<file path="config.mk">
export PLATFORM = sky130hd
export DESIGN_NAME = uart_rx
export DESIGN_NICKNAME = d
export VERILOG_FILES = /design/src/rtl/uart_rx.sv
export SDC_FILE = /design/constraint.sdc
export NUM_CORES = 1
export LEC_CHECK = 0
export ABC_AREA = 1
export CORE_MARGIN = 1.5
export CORE_UTILIZATION = 55
export CTS_CLUSTER_DIAMETER = 120
export DETAILED_ROUTE_END_ITERATION = 8
export PLACE_DENSITY = 0.86
export SYNTH_ARGS = -nofsm -noshare
export SYNTH_HDL_FRONTEND = slang
export SYNTH_SLANG_ARGS = --single-unit
</file>
<file path="constraint.sdc">
create_clock -name in_clk -period 1.7 [get_ports in_clk]
set_input_delay 0.51 -clock in_clk [delete_from_list [all_inputs] [get_ports in_clk]]
set_output_delay 0.51 -clock in_clk [all_outputs]
set_load 0.005 [all_outputs]
</file>
<file path="src/rtl/uart_rx.sv">
// uart_rx -- asynchronous serial receiver with a hold-until-acknowledged
// output register.
//
// Frame: idle high, start bit (0), 8 data bits MSB first, stop bit (1),
// CLKS_PER_BIT clocks per bit. The line is double-flopped before use and
// sampled at mid-bit, which gives the receiver margin against a few percent
// of baud mismatch.
//
// Parameters
//   CLKS_PER_BIT  clocks per serial bit, legal range 4..255
//
// Ports
//   in_clk       system clock, rising edge
//   in_rst       synchronous active-high reset
//   in_rx        asynchronous serial line, idle high
//   in_rd_ack    consumer acknowledge, clears out_valid
//   out_data     last good received byte (MSB = first data bit on the line)
//   out_valid    out_data holds an unread byte (level)
//   out_busy     receiver is not idle (registered)
//   out_frm_err  one-cycle pulse: stop bit sampled low
//   out_ovr      one-cycle pulse: unread byte overwritten by a new one
module uart_rx #(
  parameter int unsigned CLKS_PER_BIT = 235
) (
  input  logic       in_clk,
  input  logic       in_rst,
  input  logic       in_rx,
  input  logic       in_rd_ack,
  output logic [7:0] out_data,
  output logic       out_valid,
  output logic       out_busy,
  output logic       out_frm_err,
  output logic       out_ovr
);

  // Terminal counts for the bit timer. The start bit is sampled half a bit
  // in, every later bit one full bit after that, so all samples land mid-bit.
  localparam logic [7:0] HALF_M1 = 8'((CLKS_PER_BIT / 2) - 1);
  localparam logic [7:0] BIT_M1  = 8'(CLKS_PER_BIT - 1);

  typedef enum logic [2:0] {
    S_IDLE      = 3'd0,
    S_START     = 3'd1,
    S_DATA      = 3'd2,
    S_STOP      = 3'd3,
    S_WAIT_IDLE = 3'd4
  } state_t;

  // Synchroniser flops; both idle high so reset never looks like a start bit.
  logic       rx_meta_r;
  logic       rx_sync_r;
  logic       rx_s;

  state_t     state_r;
  state_t     state_s;
  logic [7:0] timer_r;
  logic [7:0] timer_s;
  logic [3:0] bit_cnt_r;
  logic [3:0] bit_cnt_s;
  logic [7:0] shift_r;
  logic [7:0] shift_s;

  // One-cycle strobes from the stop-bit decision.
  logic       load_s;
  logic       frm_err_s;

  logic [7:0] data_r;
  logic [7:0] data_s;
  logic       valid_r;
  logic       valid_s;
  logic       busy_r;
  logic       busy_s;
  logic       frm_err_r;
  logic       ovr_r;
  logic       ovr_s;

  assign rx_s = rx_sync_r;

  // Two-flop synchroniser on the raw serial line.
  always_ff @(posedge in_clk) begin
    if (in_rst) begin
      rx_meta_r <= 1'b1;
      rx_sync_r <= 1'b1;
    end else begin
      rx_meta_r <= in_rx;
      rx_sync_r <= rx_meta_r;
    end
  end

  // Receiver FSM next-state, bit timer, bit counter and shift register.
  always_comb begin
    state_s   = state_r;
    timer_s   = timer_r + 8'd1;
    bit_cnt_s = bit_cnt_r;
    shift_s   = shift_r;
    load_s    = 1'b0;
    frm_err_s = 1'b0;

    case (state_r)
      S_IDLE: begin
        timer_s   = 8'd0;
        bit_cnt_s = 4'd0;
        if (!rx_s) begin
          state_s = S_START;
        end else begin
          state_s = S_IDLE;
        end
      end

      S_START: begin
        if (timer_r == HALF_M1) begin
          timer_s = 8'd0;
          // A line that is high again at mid start bit was only a glitch.
          if (!rx_s) begin
            state_s = S_DATA;
          end else begin
            state_s = S_IDLE;
          end
        end else begin
          state_s = S_START;
        end
      end

      S_DATA: begin
        if (timer_r == BIT_M1) begin
          timer_s   = 8'd0;
          // Shift left so the first bit received ends up in the MSB.
          shift_s   = {shift_r[6:0], rx_s};
          bit_cnt_s = bit_cnt_r + 4'd1;
          if (bit_cnt_r == 4'd7) begin
            state_s = S_STOP;
          end else begin
            state_s = S_DATA;
          end
        end else begin
          state_s = S_DATA;
        end
      end

      S_STOP: begin
        if (timer_r == BIT_M1) begin
          timer_s = 8'd0;
          if (rx_s) begin
            load_s  = 1'b1;
            state_s = S_IDLE;
          end else begin
            // Bad stop bit: drop the byte and wait out any break condition.
            frm_err_s = 1'b1;
            state_s   = S_WAIT_IDLE;
          end
        end else begin
          state_s = S_STOP;
        end
      end

      S_WAIT_IDLE: begin
        timer_s = 8'd0;
        if (rx_s) begin
          state_s = S_IDLE;
        end else begin
          state_s = S_WAIT_IDLE;
        end
      end

      default: begin
        timer_s   = 8'd0;
        bit_cnt_s = 4'd0;
        state_s   = S_IDLE;
      end
    endcase
  end

  // Output holding register: new bytes, acknowledges and overrun detection.
  always_comb begin
    data_s  = data_r;
    valid_s = valid_r;
    ovr_s   = 1'b0;

    if (load_s) begin
      // A new byte always wins; an ack in the same cycle only suppresses
      // the overrun report because the old byte was consumed.
      data_s  = shift_r;
      valid_s = 1'b1;
      ovr_s   = valid_r & ~in_rd_ack;
    end else if (in_rd_ack && valid_r) begin
      valid_s = 1'b0;
    end else begin
      valid_s = valid_r;
    end

    // Busy follows the next state so it drops on the same edge as out_valid.
    if (state_s != S_IDLE) begin
      busy_s = 1'b1;
    end else begin
      busy_s = 1'b0;
    end
  end

  // State and datapath registers.
  always_ff @(posedge in_clk) begin
    if (in_rst) begin
      state_r   <= S_IDLE;
      timer_r   <= 8'd0;
      bit_cnt_r <= 4'd0;
      shift_r   <= 8'd0;
    end else begin
      state_r   <= state_s;
      timer_r   <= timer_s;
      bit_cnt_r <= bit_cnt_s;
      shift_r   <= shift_s;
    end
  end

  // Registered outputs.
  always_ff @(posedge in_clk) begin
    if (in_rst) begin
      data_r    <= 8'd0;
      valid_r   <= 1'b0;
      busy_r    <= 1'b0;
      frm_err_r <= 1'b0;
      ovr_r     <= 1'b0;
    end else begin
      data_r    <= data_s;
      valid_r   <= valid_s;
      busy_r    <= busy_s;
      frm_err_r <= frm_err_s;
      ovr_r     <= ovr_s;
    end
  end

  assign out_data    = data_r;
  assign out_valid   = valid_r;
  assign out_busy    = busy_r;
  assign out_frm_err = frm_err_r;
  assign out_ovr     = ovr_r;

endmodule

</file>
======== After elaboration in Yosys (flattened, before gate mapping) ========
Cells that the tools add are included.
storage, ports and cells
  bits in registers ....................... 37
  latch bits .............................. 0
  memory bits (writable) .................. 0
  memory bits (read-only) ................. 0
  input bits .............................. 4
  output and inout bits ................... 12
  memories kept ........................... 0
cells by class
  add/subtract/negate cells ............... 2
  multipliers ............................. 0
  div/mod/pow operators ................... 0
  magnitude comparators ................... 0
  equality and inequality tests ........... 8
  shift operators ......................... 0
  multiplexer cells ....................... 20
  bitwise logic cells ..................... 6
  reductions and logical operators ........ 10
operators by type and width
  kind                                                  count
  2-to-1 mux 8 bit                                      2
  case mux 8 bit (2 select lines)                       1
  case mux 3 bit (5 select lines)                       1
  2-to-1 mux 3 bit                                      4
  2-to-1 mux 1 bit                                      9
  adder 8 x 1 -> 8 bit (second input constant)          1
  equality test 8 x 7 -> 1 bit (second input constant)  1
  equality test 8 bit (second input constant)           1
  case mux 4 bit (2 select lines)                       1
  equality test 3 x 2 -> 1 bit (second input constant)  2
  OR reduction 3 bit                                    2
  inverter 1 bit                                        5
  adder 4 x 1 -> 4 bit (second input constant)          1
  equality test 4 x 3 -> 1 bit (second input constant)  1
  2-to-1 mux 4 bit                                      1
  AND reduction 2 bit                                   2
  OR reduction 2 bit                                    2
  equality test 3 x 1 -> 1 bit (second input constant)  1
  equality test 3 bit (second input constant)           1
  logical NOT 3 bit                                     1
  nonzero test 3 bit                                    1
  2-to-1 mux 2 bit                                      1
  != test 2 bit (second input constant)                 1
  nonzero test 2 bit                                    1
  other kinds (2)                                       2

======== Longest topological paths before layout ========
  depth in word-level cells ............... 6
  mapped depth ............................ 11

======== Worst setup path after synthesis ========
No wires, ideal clock.
  kind .................................... register -> register
  start point ............................. reg timer_r[0]
  end point ............................... reg data_r[0] (netlist: out_data[0])
  data arrival time ....................... 1185 ps
  slack ................................... 399 ps
  stages on the path, launching flop included .. 10
  buffers on the path ..................... 0
  period minus slack after synthesis ...... 1301 ps
  cell sequence ........................... dfxtp_1 inv_1 ha_1 nand2_1 nor2_2 nand3_4 nor2_8 inv_4 nor2_1 nor2_1
on the way
  word-level cells in the longest chain between the ends .. 3
RTL lines
  element                   line  text
  start: declaration        56    logic [7:0] timer_r;
  start signal: assignment  208   timer_r <= timer_s;
  equality test 8 bit       141   if (timer_r == BIT_M1) begin
  2-to-1 mux 1 bit          141
  2-to-1 mux 1 bit          99    case (state_r)
  end signal: assignment    223   data_r <= data_s;
  end: declaration          67    logic [7:0] data_r;
No other way between the ends.
A chain may end at the register's enable or synchronous reset.

======== Final worst setup path ========
  start point ............................. reg timer_r[0]
  end point ............................... reg bit_cnt_r[3]
on the way
  word-level cells in the longest chain between the ends .. 3
RTL lines
  element                               line  text
  equality test 8 bit                   125   if (timer_r == BIT_M1) begin
  != test 2 bit (no source line)        n/a
  AND reduction 2 bit (no source line)  n/a
  end signal: assignment                209   bit_cnt_r <= bit_cnt_s;
  end: declaration                      58    logic [3:0] bit_cnt_r;
No other way between the ends.

==> qor.yml <==
status: "completed"
synth_area_leaders: "dfxtp_1 (45%), nor2_1 (9.0%), nand2_1 (8.6%), nand3_1 (5.4%), a21oi_1 (3.9%)"
setup_viol: 0
dr.pass1.iters: 6
synth_top_cell_area_share_pct: 44.6
async_reset_ff_share_pct: 0
rrSetupSlack_ps: 190
synth_flop_cell: "dfxtp_1"
fin_crit_ps: 1510
syn-instance-count: 215
crit_fanout: 5
power_density_nw_per_um2: 791
antennaDiodeCount: 0
io_pins: 16
drtIter0Drc: 54
critPathSlowestCell: "dfxtp_1"
cts_tree: "built"
portBuffers: 15
drc_errors: 0
peakVddDrop_mv: 0.652
wl_per_cell_um: 11.6
period_share_pct: 88.8
cap_violations: 0
ys_warn_count: 0
cts_sinks: 37
critical_path.startpoint: "timer_r[0]"
gr-total-overflow: 0
dp_hpwl_mm: 2.16
grt_pass1_wl_mm: 5.17
timing.critical_path.buf_inv: 1
crit_family: "simple AND/OR/NAND/NOR gates"
grt_usage_pct: 20.5
path_cells: "inv_1, ha_1, nand4_1, nor2_2, nand2_1, nand2_1, nand2_1, a21oi_1"
stdcell_area_um2: 1990
die_w_um: 57.9
r2r_start: "timer_r[0]"
row_count: 19
initial_core_util_pct: 59.2
worst_pin_slew_ps: 435
placed_area_um2: 1840
min_path_type: "flip-flop to flip-flop"
syn_area_um2: 1660
power_mw: 1.57
arrival_ps: 1790
cts_buffers: 5
max_slew_margin_pct: 71.0
syn_area_per_cell_um2: 7.72
start_kind: "flip-flop"
synth_area_leader_cell: "dfxtp_1"
required_ps: 1980
grt_max_degree: 17
ys_seq_area_share_pct: 44.6
clock_path_buffers: 2
synth_edf_count: 0
cp-end-kind: "flip-flop"
htreeDepth: 2
num_vias: 1405
drive_above_1_share_pct: 19.6
p_leak_nw: 0.933
viasPerCell: 5.18
rsz0062_at_grt: "false"
fmax_ghz: 0.663
finClkSkew_ps: 8.33
final_antenna_net_count: 0
wl_mm: 3.14
finalHoldViolCount: 0
max_stage_delay_ps: 350
clock-root-buffer: "clkbuf_4"
drv_slew: 0
core_um2: 2810
clkLatencyLatePin_ps: 340
syn_to_final_growth_pct: 19.6
die_h_um: 57.9
syn_nets: 223
dieArea_um2: 3360
min_from: "rx_meta_r"
antenna_found_initial: 0
nets: 247
cts.clk_slew.worst_paths_ps: 110
synth-seq-cells: 37
grt_pass1_vias: 1238
gp_congestion: 0.802
worstSetupPathType: "flip-flop to flip-flop"
synth_cell_type_count: 31
crit_top_cell: "nand2_1"
==> worst paths after layout <==
kind / endpoint / depth (start not counted)
max: bit_cnt_r[3] / 8
min: rx_s / 1
max reg2reg: bit_cnt_r[3] / 8
min reg2reg: rx_s / 1
==> report_power, final <==
part | switching [mW] | leakage [nW] | total, mW | internal [mW]
logic | 0.0292 | 0.585 | 0.0493 | 0.0201
registers | 0.00545 | 0.304 | 0.878 | 0.872
clock network | 0.295 | 0.0445 | 0.644 | 0.349
==> flip-flops by register name (all words and copies together) (netlist names) <==
register,cells
out_ovr,1
state_r,3
rx_meta_r,1
timer_r,8
out_valid,1
out_busy,1
shift_r,8
bit_cnt_r,4
out_frm_err,1
out_data,8
rx_s,1
==> cells by family after synthesis <==
| family | Yosys count | synth area share [%] |
|---|---|---|
| buf+inv | 24 | 6.33 |
| fa+ha+maj | 4 | 3.01 |
| flops | 37 | 44.6 |
| xor+xnor | 6 | 3.17 |
| simple gates | 118 | 34.6 |
| compound gates | 26 | 8.29 |
==> synthesized netlist by cell type (3+ instances only) <==
cell type / number
a21oi_1: 13
buf_4: 3
dfxtp_1: 37
ha_1: 4
inv_1: 15
nand2_1: 38
nand2_2: 3
nand3_1: 18
nor2_1: 40
nor2_2: 3
nor3_2: 3
o21ai_0: 7
o21ai_1: 3
xnor2_1: 3
xor2_1: 3
==> timing repair <==
action	in CTS	in global routing
buffers inserted	3	2
hold buffers	0	0
resized for setup	15	8
endpoints found under the hold margin	0	0
endpoints found under the setup margin	9	10
==> area by class of cell <==
| cell class | instances | area, µm² |
|---|---|---|
| clock buffers | 6 | 51.3 |
| clock inverters | 2 | 37.5 |
| fillers | 227 | 820 |
| inverters | 18 | 70.1 |
| multi-input cells | 154 | 817 |
| flip-flops and latches | 37 | 753 |
| well taps | 31 | 38.8 |
| repair buffers | 23 | 218 |
==> placed cells by master, fill, tap and decap left out <==
| master | netlist | final |
|---|---|---|
| a21oi_1 | 13 | 13 |
| a22oi_1 | 1 | 1 |
| a31oi_1 | 1 | 1 |
| and3b_1 | 1 | 1 |
| buf_4 | 3 | 8 |
| bufinv_16 | 0 | 1 |
| clkbuf_4 | 0 | 5 |
| clkbuf_8 | 0 | 1 |
| clkdlybuf4s50_1 | 0 | 3 |
| clkinvlp_4 | 0 | 1 |
| dfxtp_1 | 37 | 27 |
| dfxtp_2 | 0 | 10 |
| dlygate4sd2_1 | 0 | 6 |
| dlymetal6s2s_1 | 0 | 6 |
| ha_1 | 4 | 4 |
| inv_1 | 15 | 15 |
| inv_2 | 2 | 2 |
| inv_4 | 1 | 1 |
| nand2_1 | 38 | 38 |
| nand2_2 | 3 | 3 |
| nand3_1 | 18 | 18 |
| nand3_4 | 1 | 1 |
| nand3b_1 | 1 | 1 |
| nand4_1 | 2 | 2 |
| nor2_1 | 40 | 39 |
| nor2_2 | 3 | 4 |
| nor2_4 | 2 | 2 |
| nor2_8 | 1 | 1 |
| nor3_1 | 2 | 2 |
| nor3_2 | 3 | 3 |
| nor3b_2 | 1 | 1 |
| o21ai_0 | 7 | 7 |
| o21ai_1 | 3 | 3 |
| o21ai_2 | 1 | 1 |
| or2_2 | 2 | 2 |
| xnor2_1 | 3 | 3 |
| xor2_1 | 3 | 3 |
==> layer usage <==
| metal | track usage, % | vias up | part of all wire [%] |
|---|---|---|---|
| met5 | 0 | - | 0 |
| met4 | 11.0 | 0 | 1.8 |
| met3 | 6.70 | 4 | 5.1 |
| met2 | 31.8 | 34 | 47 |
| met1 | 25.4 | 628 | 46 |
| li1 | - | 739 | - |
==> through the flow <==
stage | setup TNS, ps | util (%) | cells | hold slack, ps | worst slack, ps
finish | 0 | 70.8 | 271 | 424 | 191
global route | 0 | 70.8 | 271 | 443 | 51.5
floorplan | 0 | - | 215 | 389 | 399
global placement | 0 | 65.5 | 258 | 392 | 10.7
detailed placement | -29.0 | 65.5 | 258 | 399 | -29.0
CTS | 0 | 69.6 | 269 | 427 | 1.38
Power figures use the tool's default switching activity.
